--- src/rtl/instr_encoder.sv ---
// instr_encoder: packs decoded RV32I fields (kind, registers, funct codes,
// signed immediate) into 32-bit instruction words tagged with their byte
// address. It has a single output register, so a new word can be accepted
// in the same cycle the previous one is taken. Immediate range and alignment
// problems are flagged on each word and also collected in a sticky bit.
module instr_encoder #(
   parameter int                width      = 32,
   parameter int                addr_w     = 32,
   parameter logic [addr_w-1:0] reset_addr = '0
) (
   input  logic                    clk,
   input  logic                    rst,
   input  logic                    in_valid,
   output logic                    in_ready,
   input  logic [2:0]              in_kind,
   input  logic [4:0]              in_rd,
   input  logic [4:0]              in_rs1,
   input  logic [4:0]              in_rs2,
   input  logic [2:0]              in_funct3,
   input  logic [6:0]              in_funct7,
   input  logic signed [width-1:0] in_imm,
   input  logic                    addr_load,
   input  logic [addr_w-1:0]       addr_base,
   output logic                    out_valid,
   input  logic                    out_ready,
   output logic [31:0]             out_instr,
   output logic [addr_w-1:0]       out_addr,
   output logic                    out_err,
   output logic                    err_sticky,
   output logic [15:0]             count
);

   // The immediate is widened to at least 21 bits. That leaves room for the
   // widest field (J-type, imm[20:1]) and for its range bounds.
   localparam int IMM_W = (width > 21) ? width : 21;

   localparam logic [2:0] KIND_LOAD   = 3'd0;
   localparam logic [2:0] KIND_STORE  = 3'd1;
   localparam logic [2:0] KIND_BRANCH = 3'd2;
   localparam logic [2:0] KIND_OPIMM  = 3'd3;
   localparam logic [2:0] KIND_JALR   = 3'd4;
   localparam logic [2:0] KIND_JAL    = 3'd5;
   localparam logic [2:0] KIND_OP     = 3'd6;

   localparam logic [6:0] OPC_LOAD   = 7'b0000011;
   localparam logic [6:0] OPC_STORE  = 7'b0100011;
   localparam logic [6:0] OPC_BRANCH = 7'b1100011;
   localparam logic [6:0] OPC_OPIMM  = 7'b0010011;
   localparam logic [6:0] OPC_JALR   = 7'b1100111;
   localparam logic [6:0] OPC_JAL    = 7'b1101111;
   localparam logic [6:0] OPC_OP     = 7'b0110011;

   // Inclusive signed range test on the widened immediate.
   function automatic logic in_range(input logic signed [IMM_W-1:0] v,
                                     input int lo, input int hi);
      return (v >= IMM_W'(lo)) && (v <= IMM_W'(hi));
   endfunction

   function automatic logic [31:0] fmt_i(input logic [11:0] imm, input logic [4:0] rs1,
                                         input logic [2:0] f3, input logic [4:0] rd,
                                         input logic [6:0] opc);
      return {imm, rs1, f3, rd, opc};
   endfunction

   function automatic logic [31:0] fmt_s(input logic [11:0] imm, input logic [4:0] rs2,
                                         input logic [4:0] rs1, input logic [2:0] f3,
                                         input logic [6:0] opc);
      return {imm[11:5], rs2, rs1, f3, imm[4:0], opc};
   endfunction

   // Branch offsets are always even, so bit 0 never reaches the word.
   function automatic logic [31:0] fmt_b(input logic [12:1] imm, input logic [4:0] rs2,
                                         input logic [4:0] rs1, input logic [2:0] f3,
                                         input logic [6:0] opc);
      return {imm[12], imm[10:5], rs2, rs1, f3, imm[4:1], imm[11], opc};
   endfunction

   function automatic logic [31:0] fmt_j(input logic [20:1] imm, input logic [4:0] rd,
                                         input logic [6:0] opc);
      return {imm[20], imm[10:1], imm[11], imm[19:12], rd, opc};
   endfunction

   function automatic logic [31:0] fmt_r(input logic [6:0] f7, input logic [4:0] rs2,
                                         input logic [4:0] rs1, input logic [2:0] f3,
                                         input logic [4:0] rd, input logic [6:0] opc);
      return {f7, rs2, rs1, f3, rd, opc};
   endfunction

   logic signed [IMM_W-1:0] imm_x;
   logic                    is_shift;
   logic [31:0]             enc_word;
   logic                    enc_err;
   logic                    accept;
   logic [addr_w-1:0]       pc_base;

   logic              valid_d,  valid_q;
   logic [31:0]       instr_d,  instr_q;
   logic [addr_w-1:0] addr_d,   addr_q;
   logic              err_d,    err_q;
   logic              sticky_d, sticky_q;
   logic [15:0]       count_d,  count_q;
   logic [addr_w-1:0] pc_d,     pc_q;

   assign imm_x    = IMM_W'(in_imm);
   assign in_ready = !valid_q || out_ready;
   assign accept   = in_valid && in_ready;

   // Encode the fields on the input right now and flag range/alignment errors.
   // Out-of-range immediates are still packed from their low bits.
   always_comb begin
      enc_word = 32'h0000_0000;
      enc_err  = 1'b0;
      is_shift = (in_funct3 == 3'b001) || (in_funct3 == 3'b101);
      unique case (in_kind)
         KIND_LOAD: begin
            enc_word = fmt_i(imm_x[11:0], in_rs1, in_funct3, in_rd, OPC_LOAD);
            enc_err  = !in_range(imm_x, -2048, 2047);
         end
         KIND_STORE: begin
            enc_word = fmt_s(imm_x[11:0], in_rs2, in_rs1, in_funct3, OPC_STORE);
            enc_err  = !in_range(imm_x, -2048, 2047);
         end
         KIND_BRANCH: begin
            enc_word = fmt_b(imm_x[12:1], in_rs2, in_rs1, in_funct3, OPC_BRANCH);
            enc_err  = !in_range(imm_x, -4096, 4094) || imm_x[0];
         end
         KIND_OPIMM: begin
            if (is_shift) begin
               // Shifts put funct7 in the upper immediate bits, shamt below it.
               enc_word = fmt_i({in_funct7, imm_x[4:0]}, in_rs1, in_funct3, in_rd, OPC_OPIMM);
               enc_err  = !in_range(imm_x, 0, 31);
            end else begin
               enc_word = fmt_i(imm_x[11:0], in_rs1, in_funct3, in_rd, OPC_OPIMM);
               enc_err  = !in_range(imm_x, -2048, 2047);
            end
         end
         KIND_JALR: begin
            enc_word = fmt_i(imm_x[11:0], in_rs1, 3'b000, in_rd, OPC_JALR);
            enc_err  = !in_range(imm_x, -2048, 2047);
         end
         KIND_JAL: begin
            enc_word = fmt_j(imm_x[20:1], in_rd, OPC_JAL);
            enc_err  = !in_range(imm_x, -(1 << 20), (1 << 20) - 2) || imm_x[0];
         end
         KIND_OP: begin
            enc_word = fmt_r(in_funct7, in_rs2, in_rs1, in_funct3, in_rd, OPC_OP);
         end
         default: begin
            // Reserved kind: emit an all-zero word and flag it.
            enc_word = 32'h0000_0000;
            enc_err  = 1'b1;
         end
      endcase
   end

   // Next state of the output register, program counter, sticky error and count.
   always_comb begin
      valid_d  = valid_q;
      instr_d  = instr_q;
      addr_d   = addr_q;
      err_d    = err_q;
      sticky_d = sticky_q;
      count_d  = count_q;
      pc_d     = pc_q;
      // A word accepted together with addr_load starts the new program region.
      pc_base  = addr_load ? addr_base : pc_q;
      if (accept) begin
         valid_d  = 1'b1;
         instr_d  = enc_word;
         addr_d   = pc_base;
         err_d    = enc_err;
         sticky_d = sticky_q || enc_err;
         count_d  = count_q + 16'd1;
         pc_d     = pc_base + addr_w'(4);
      end else begin
         if (out_ready) begin
            valid_d = 1'b0;
         end
         if (addr_load) begin
            pc_d = addr_base;
         end
      end
   end

   // State registers. Reset takes priority over addr_load and accept, and
   // drops any word still held in the output register.
   always_ff @(posedge clk) begin
      if (rst) begin
         valid_q  <= 1'b0;
         instr_q  <= 32'h0000_0000;
         addr_q   <= '0;
         err_q    <= 1'b0;
         sticky_q <= 1'b0;
         count_q  <= 16'h0000;
         pc_q     <= reset_addr;
      end else begin
         valid_q  <= valid_d;
         instr_q  <= instr_d;
         addr_q   <= addr_d;
         err_q    <= err_d;
         sticky_q <= sticky_d;
         count_q  <= count_d;
         pc_q     <= pc_d;
      end
   end

   assign out_valid  = valid_q;
   assign out_instr  = instr_q;
   assign out_addr   = addr_q;
   assign out_err    = err_q;
   assign err_sticky = sticky_q;
   assign count      = count_q;

endmodule

--- config.mk ---
export PLATFORM = sky130hd
export DESIGN_NAME = instr_encoder
export DESIGN_NICKNAME = d
export VERILOG_FILES = /design/src/rtl/instr_encoder.sv
export SDC_FILE = /design/constraint.sdc
export NUM_CORES = 1
export LEC_CHECK = 0
export ABC_AREA = 1
export BUFFER_PORTS_ARGS = -buffer_cell sky130_fd_sc_hd__buf_2
export CORE_MARGIN = 3
export CORE_UTILIZATION = 30
export CTS_CLUSTER_SIZE = 10
export DETAILED_ROUTE_END_ITERATION = 7
export PLACE_DENSITY = 0.52
export SYNTH_ARGS = -nofsm -noshare
export SYNTH_HDL_FRONTEND = slang
export SYNTH_SLANG_ARGS = --single-unit
--- constraint.sdc ---
create_clock -name clk -period 2.2 [get_ports clk]
set_input_delay 0.11 -clock clk [delete_from_list [all_inputs] [get_ports clk]]
set_output_delay 0.11 -clock clk [all_outputs]
set_load 0.005 [all_outputs]
==> impl_metrics.json, run 1 <==
{
  "p_seq_frac": 0.381,
  "max_slew.worst_pin.slew_ns": 0.742,
  "period_share": 0.882,
  "max_freq_mhz": 515,
  "num_rows": 51,
  "wl_met3_um": 1530,
  "clk_latency_ns": 0.42,
  "initial_core_util": 0.310,
  "timing.rr.start": "count[0]",
  "post-route-util": 0.401,
  "grt_usage": 0.183,
  "p_sw_mw": 1.79,
  "syn_inst": 930,
  "setup_slack_ns": 0.259,
  "drc": 0,
  "cts_tree": "done",
  "timing.rr.end": "count[14]",
  "holdPathStages": 3,
  "gp_congestion": 0.883,
  "top_layer_used": "met4",
  "yosysTopAreaCellShare": 0.373,
  "synth.distinct_cells": 49,
  "io_buffers": 180,
  "die_w_um": 149,
  "cp.arrival_ns": 2.25,
  "clkSlewWorstSetupHoldPaths_ns": 0.06,
  "period_minus_slack_ns": 1.94,
  "hp-class": "input pin to register",
  "nNetsFinal": 1215,
  "hpwl_um": 15400,
  "avgSynthCellArea_um2": 6.59,
  "skew_ns": 0.0104,
  "vdd_drop_max_uv": 474,
  "maxSlewViolCount": 0,
  "grt_pass1_wl_um": 32300,
  "ys_ff_latch": 114,
  "wl_met1_um": 9130,
  "hold_violations": 0,
  "area_delta_synth_final_pct": 29.6,
  "grt-ovfl-total": 0,
  "wl_per_cell_um": 14.7,
  "crit_path_top_delay_cell": "dfxtp_1",
  "final_common_cell": "nand2_1",
  "grt_max_degree": 58,
  "cts.sinks": 114,
  "switching_share": 0.303,
  "holdPathEnd": "pc_q[0]",
  "hp-start": "addr_base[0]",
  "ys.warnings.count": 0,
  "yosys.area.top_type": "dfxtp_1",
  "pwr-share-clk": 0.475,
  "worstPathMaxFanout": 5,
  "crit_chain": "ha_1, nand3_1, nor2_1, nand2_1, nor2_1, nand3_1, nor2_1, nand4_1, o21ai_0, a21oi_1",
  "combPwrFrac": 0.144,
  "drt-initial-drc-count": 348,
  "antenna_found_initial": 0,
  "core_area_um2": 19800,
  "crit_path_max_incr_delay_ns": 0.40,
  "required_ns": 2.51,
  "p_leak_nw": 3.81,
  "slew_headroom": 0.505,
  "wl_um": 20400,
  "ys_seq_area_frac": 0.373,
  "max-cap-violations": 0,
  "clockBufferDepth": 2,
  "synth_area_leaders": "dfxtp_1 37%, nand2_1 16%, a21oi_1 7.2%",
  "first_pass_iters": 5,
  "ant_nets": 0,
  "fin_tns_setup_ns": 0,
  "die_area_um2": 22200,
  "grt_pass1_vias": 6136,
  "post_drt_via_cell_ratio": 4.71,
  "p_int_mw": 4.12,
  "cts_made_buffers": 17,
  "num_io_pins": 181,
  "power_density_nw_per_um2": 744,
  "reg2reg_slack_ns": 0.26,
  "die_h_um": 149,
  "final_cell_mix": "255 x nand2_1, 180 x buf_2, 114 x dfxtp_1, 113 x inv_1, 102 x nor2_1",
  "syn_area_um2": 6130,
  "drive_gt1_frac": 0.255,
  "root_buffer": "clkbuf_16",
  "reg2reg_depth": 10,
  "rsz0062_at_grt": "false",
  "pre_cts_ws_ns": 0.167,
  "end_kind": "register",
  "crit_type": "register to register",
  "antenna_cells": 0,
  "whs_ns": 0.00564,
  "cp_common_cell": "nor2_1",
  "status": "finished clean",
  "nFillCells": 2216,
  "cts_max_level": 4,
  "met2_length_um": 9510,
  "num_vias": 6560,
  "post-layout-total-power_mw": 5.91,
  "setup-violations-final": 0,
  "start_kind": "register",
  "syn_nets": 1029
}
-- synthesized netlist by cell type (all sizes together) --
cell type	count
o21ai	87
a221oi	2
o31ai	1
nand3b	2
inv	118
mux2i	2
nor2	114
o21a	3
xor2	1
clkbuf	25
o22ai	1
or2	3
nand3	26
o221ai	2
nor3	16
nand2	271
nor4	4
a31oi	3
a22oi	1
and2	1
a21oi	90
dfxtp	114
a211oi	13
ha	2
nand4	16
buf	12
-- state kept, by name, indices dropped and copies added (netlist names) --
signal      cells
count          16
out_instr      31
out_addr       32
out_valid       1
pc_q           32
err_sticky      1
out_err         1
-- layout make-up --
class / instances / area, um2 / share of cell area
clock buffers: 17 / 425 / 0.0536
well taps: 265 / 332 / 0.0418
inverters: 118 / 445 / 0.0561
flip-flops and latches: 114 / 2280 / 0.287
multi-input cells: 661 / 3210 / 0.404
repair buffers: 204 / 1090 / 0.137
clock inverters: 15 / 161 / 0.0203
-- logic make-up after synthesis --
kind of cell,Yosys count,synth area share
flip-flops,114,0.373
buffers and inverters,155,0.105
multiplexers,2,0.00327
AO/OA/AOI/OAI,203,0.188
adder cells (fa/ha/maj),2,0.00408
XOR/XNOR,1,0.00143
AND/OR/NAND/NOR,453,0.326
-- stage by stage --
stage	cells	area [um2]
floorplan	930	6130
global placement	1359	7320
detailed placement	1359	7320
CTS	1394	7940
global route	1394	7940
finish	1394	7940
-- worst max-delay path, delay by kind of cell, from the launching register on --
family                     cells  cell delay [ns]
DFF                            1             0.40
and+or+nand+nor                7             0.97
AOI/OAI and AO/OA              2             0.24
adders and majority gates      1             0.22
-- how the worst max path moves through the flow --
stage,start,endpoint,slack [ns],cells past startpoint
2_1_floorplan,addr_load,pc_q[20],0.46,15
6_report,count[0],count[14],0.26,10
5_1_grt,in_valid,count[11],0.01,12
4_1_cts,out_valid,count[15],0.20,9
3_5_place_dp,addr_load,pc_q[22],0.17,15
3_3_place_gp,out_valid,count[15],0.23,9
-- per-layer routing --
metal | vias to the layer above | global-route usage
li1 | 3380 | -
met1 | 2953 | 0.232
met2 | 209 | 0.301
met3 | 18 | 0.0556
met4 | 0 | 0.0513
met5 | - | 0
-- power by group through the flow --
stage	logic (mW)	clock network, mW	registers [mW]
final	0.852	2.81	2.25
after global routing	0.966	2.96	2.26
after CTS	0.863	2.87	2.25
after detailed placement	0.855	0	2.30
after global placement	0.853	0	2.30
after floorplan	0.484	0	2.30
-- timing repair --
item                                   CTS  global route
buffers inserted                         0             0
setup endpoints to repair                0             1
endpoints found under the hold margin    2             0
gates resized for setup                  0             1
hold buffers                             3             0
Note: power is estimated with default switching activity, not from simulation.
==> inputs of run 2 (changes only) <==
--- a/config.mk
+++ b/config.mk
@@ -8,10 +8,10 @@
 export ABC_AREA = 1
 export BUFFER_PORTS_ARGS = -buffer_cell sky130_fd_sc_hd__buf_2
 export CORE_MARGIN = 3
-export CORE_UTILIZATION = 30
+export CORE_UTILIZATION = 52
 export CTS_CLUSTER_SIZE = 10
 export DETAILED_ROUTE_END_ITERATION = 7
-export PLACE_DENSITY = 0.52
+export PLACE_DENSITY = 0.81
 export SYNTH_ARGS = -nofsm -noshare
 export SYNTH_HDL_FRONTEND = slang
 export SYNTH_SLANG_ARGS = --single-unit
==> constraint.sdc (replaced) <==
create_clock -name clk -period 2.15 [get_ports clk]
set_input_delay 0.1075 -clock clk [delete_from_list [all_inputs] [get_ports clk]]
set_output_delay 0.1075 -clock clk [all_outputs]
set_load 0.005 [all_outputs]
==> impl_metrics.json, run 2 (synthesis gave the netlist of run 1 again) <==
{
  "clk_latency_ns": 0.41,
  "grt_pass1_wl_um": 28800,
  "first_pass_iters": 5,
  "hold_violations": 0,
  "cts_tree": "done",
  "max_slew.worst_pin.slew_ns": 0.795,
  "drc": 0,
  "wl_um": 17500,
  "power_density_nw_per_um2": 787,
  "final_cell_mix": "255 x nand2_1, 180 x buf_2, 114 x dfxtp_1, 113 x inv_1, 101 x nor2_1",
  "grt_max_degree": 58,
  "grt_pass1_vias": 6210,
  "placedCellCount": 1230,
  "max_freq_mhz": 516,
  "drive_gt1_frac": 0.251,
  "nNetsFinal": 1210,
  "num_rows": 39,
  "p_leak_nw": 3.81,
  "clockBufferDepth": 2,
  "ant_nets": 0,
  "period_share": 0.901,
  "crit_type": "input pin to register",
  "cts_max_level": 4,
  "end_kind": "register",
  "cts_made_buffers": 17,
  "post-layout-total-power_mw": 6.14,
  "grt_usage": 0.274,
  "root_buffer": "clkbuf_16",
  "area_delta_synth_final_pct": 27.3,
  "grt-ovfl-total": 0,
  "drt-initial-drc-count": 455,
  "crit_path_top_delay_cell": "dlygate4sd3_1",
  "status": "finished clean",
  "antenna_cells": 0,
  "antenna_found_initial": 0,
  "skew_ns": 0.00779,
  "start_kind": "input pin",
  "cp_common_cell": "nor2_1",
  "crit_chain": "dlygate4sd3_1, buf_2, inv_1, a21oi_4, buf_4, nand2_1, nor2_1, nand4_1, nor4_1, nand3_1, nor2_1, a21oi_1",
  "slew_headroom": 0.464,
  "gp_congestion": 0.914,
  "crit_path_max_incr_delay_ns": 0.56,
  "cp.arrival_ns": 2.24,
  "worstPathMaxFanout": 3,
  "cts.sinks": 114,
  "post-route-util": 0.680,
  "setup-violations-final": 0,
  "required_ns": 2.45,
  "core_area_um2": 11500,
  "initial_core_util": 0.534,
  "clkSlewWorstSetupHoldPaths_ns": 0.05,
  "hp-class": "input pin to register",
  "num_vias": 6551,
  "die_area_um2": 13100,
  "die_w_um": 115,
  "hpwl_um": 12900,
  "vdd_drop_max_uv": 597,
  "maxSlewViolCount": 0,
  "wl_per_cell_um": 13.8,
  "post_drt_via_cell_ratio": 5.17,
  "die_h_um": 115,
  "period_minus_slack_ns": 1.94,
  "final_common_cell": "nand2_1",
  "layoutNonFillerInstCount": 1267,
  "num_io_pins": 181,
  "io_buffers": 180,
  "max-cap-violations": 0
}
==> run 2: cell count changes in the layout (fill, tap and decap cells not counted), moves of 2 or more <==
| cell | delta |
|---|---|
| buf_4 | -5 |
| bufinv_16 | +3 |
| clkbuf_1 | +2 |
| clkbuf_8 | +3 |
| clkinv_2 | +4 |
| inv_6 | -6 |
| inv_8 | -5 |
==> run 2: report_power, final <==
group	internal, mW	leakage (nW)	switching (mW)	total (mW)
Clock	2.02	0.306	0.964	2.98
Combinational	0.320	2.57	0.531	0.851
Sequential	2.25	0.938	0.0572	2.30
Total	4.59	3.81	1.55	6.14
==> run 2: area by class of cell <==
type                    instances  area [um2]
clock buffers                  22         474
clock inverters                10         155
fillers                      1006        3670
inverters                     118         445
multi-input cells             661        3200
flip-flops and latches        114        2280
well taps                     143         179
repair buffers                199        1060
==> run 2: final timing paths <==
| kind | startpoint | to | slack [ns] | depth (start not counted) |
|---|---|---|---|---|
| setup / recovery | in_valid | count[15] | 0.21 | 12 |
| hold / removal | addr_base[1] | pc_q[1] | 0.03 | 3 |
| setup reg to reg | count[0] | count[14] | 0.23 | 10 |
| hold reg to reg | err_sticky | err_sticky | 0.45 | 2 |
==> run 2: what timing repair did <==
| action | 4_1_cts | 5_1_grt |
|---|---|---|
| hold buffers | 2 | 0 |
| setup endpoints to repair | 0 | 2 |
| buffers inserted | 0 | 3 |
| endpoints found under the hold margin | 2 | 0 |
| gates resized for setup | 0 | 2 |
==> run 2: critical path, delay by kind of cell <==
kind | cells | cell delay, ns
buffers and inverters | 4 | 0.88
and+or+nand+nor | 6 | 1.05
AOI/OAI and AO/OA | 2 | 0.21
==> run 2: per-stage QoR <==
stage                     setup TNS (ns)  setup WS [ns]  cell area (um2)  hold WS [ns]
final                                  0          0.212             7800        0.0265
after global routing            -0.00836       -0.00836             7800        0.0323
after CTS                              0          0.158             7770        0.0144
after detailed placement               0          0.171             7130         0.395
after global placement                 0          0.200             7130         0.391
after floorplan                        0          0.416             6130         0.275
==> run 2: metal layers <==
metal	global-route usage	wire length, um	vias to the layer above
met5	0	0	-
met4	0.112	463	0
met3	0.0867	1500	42
met2	0.464	8410	253
met1	0.319	7150	2897
li1	-	-	3359
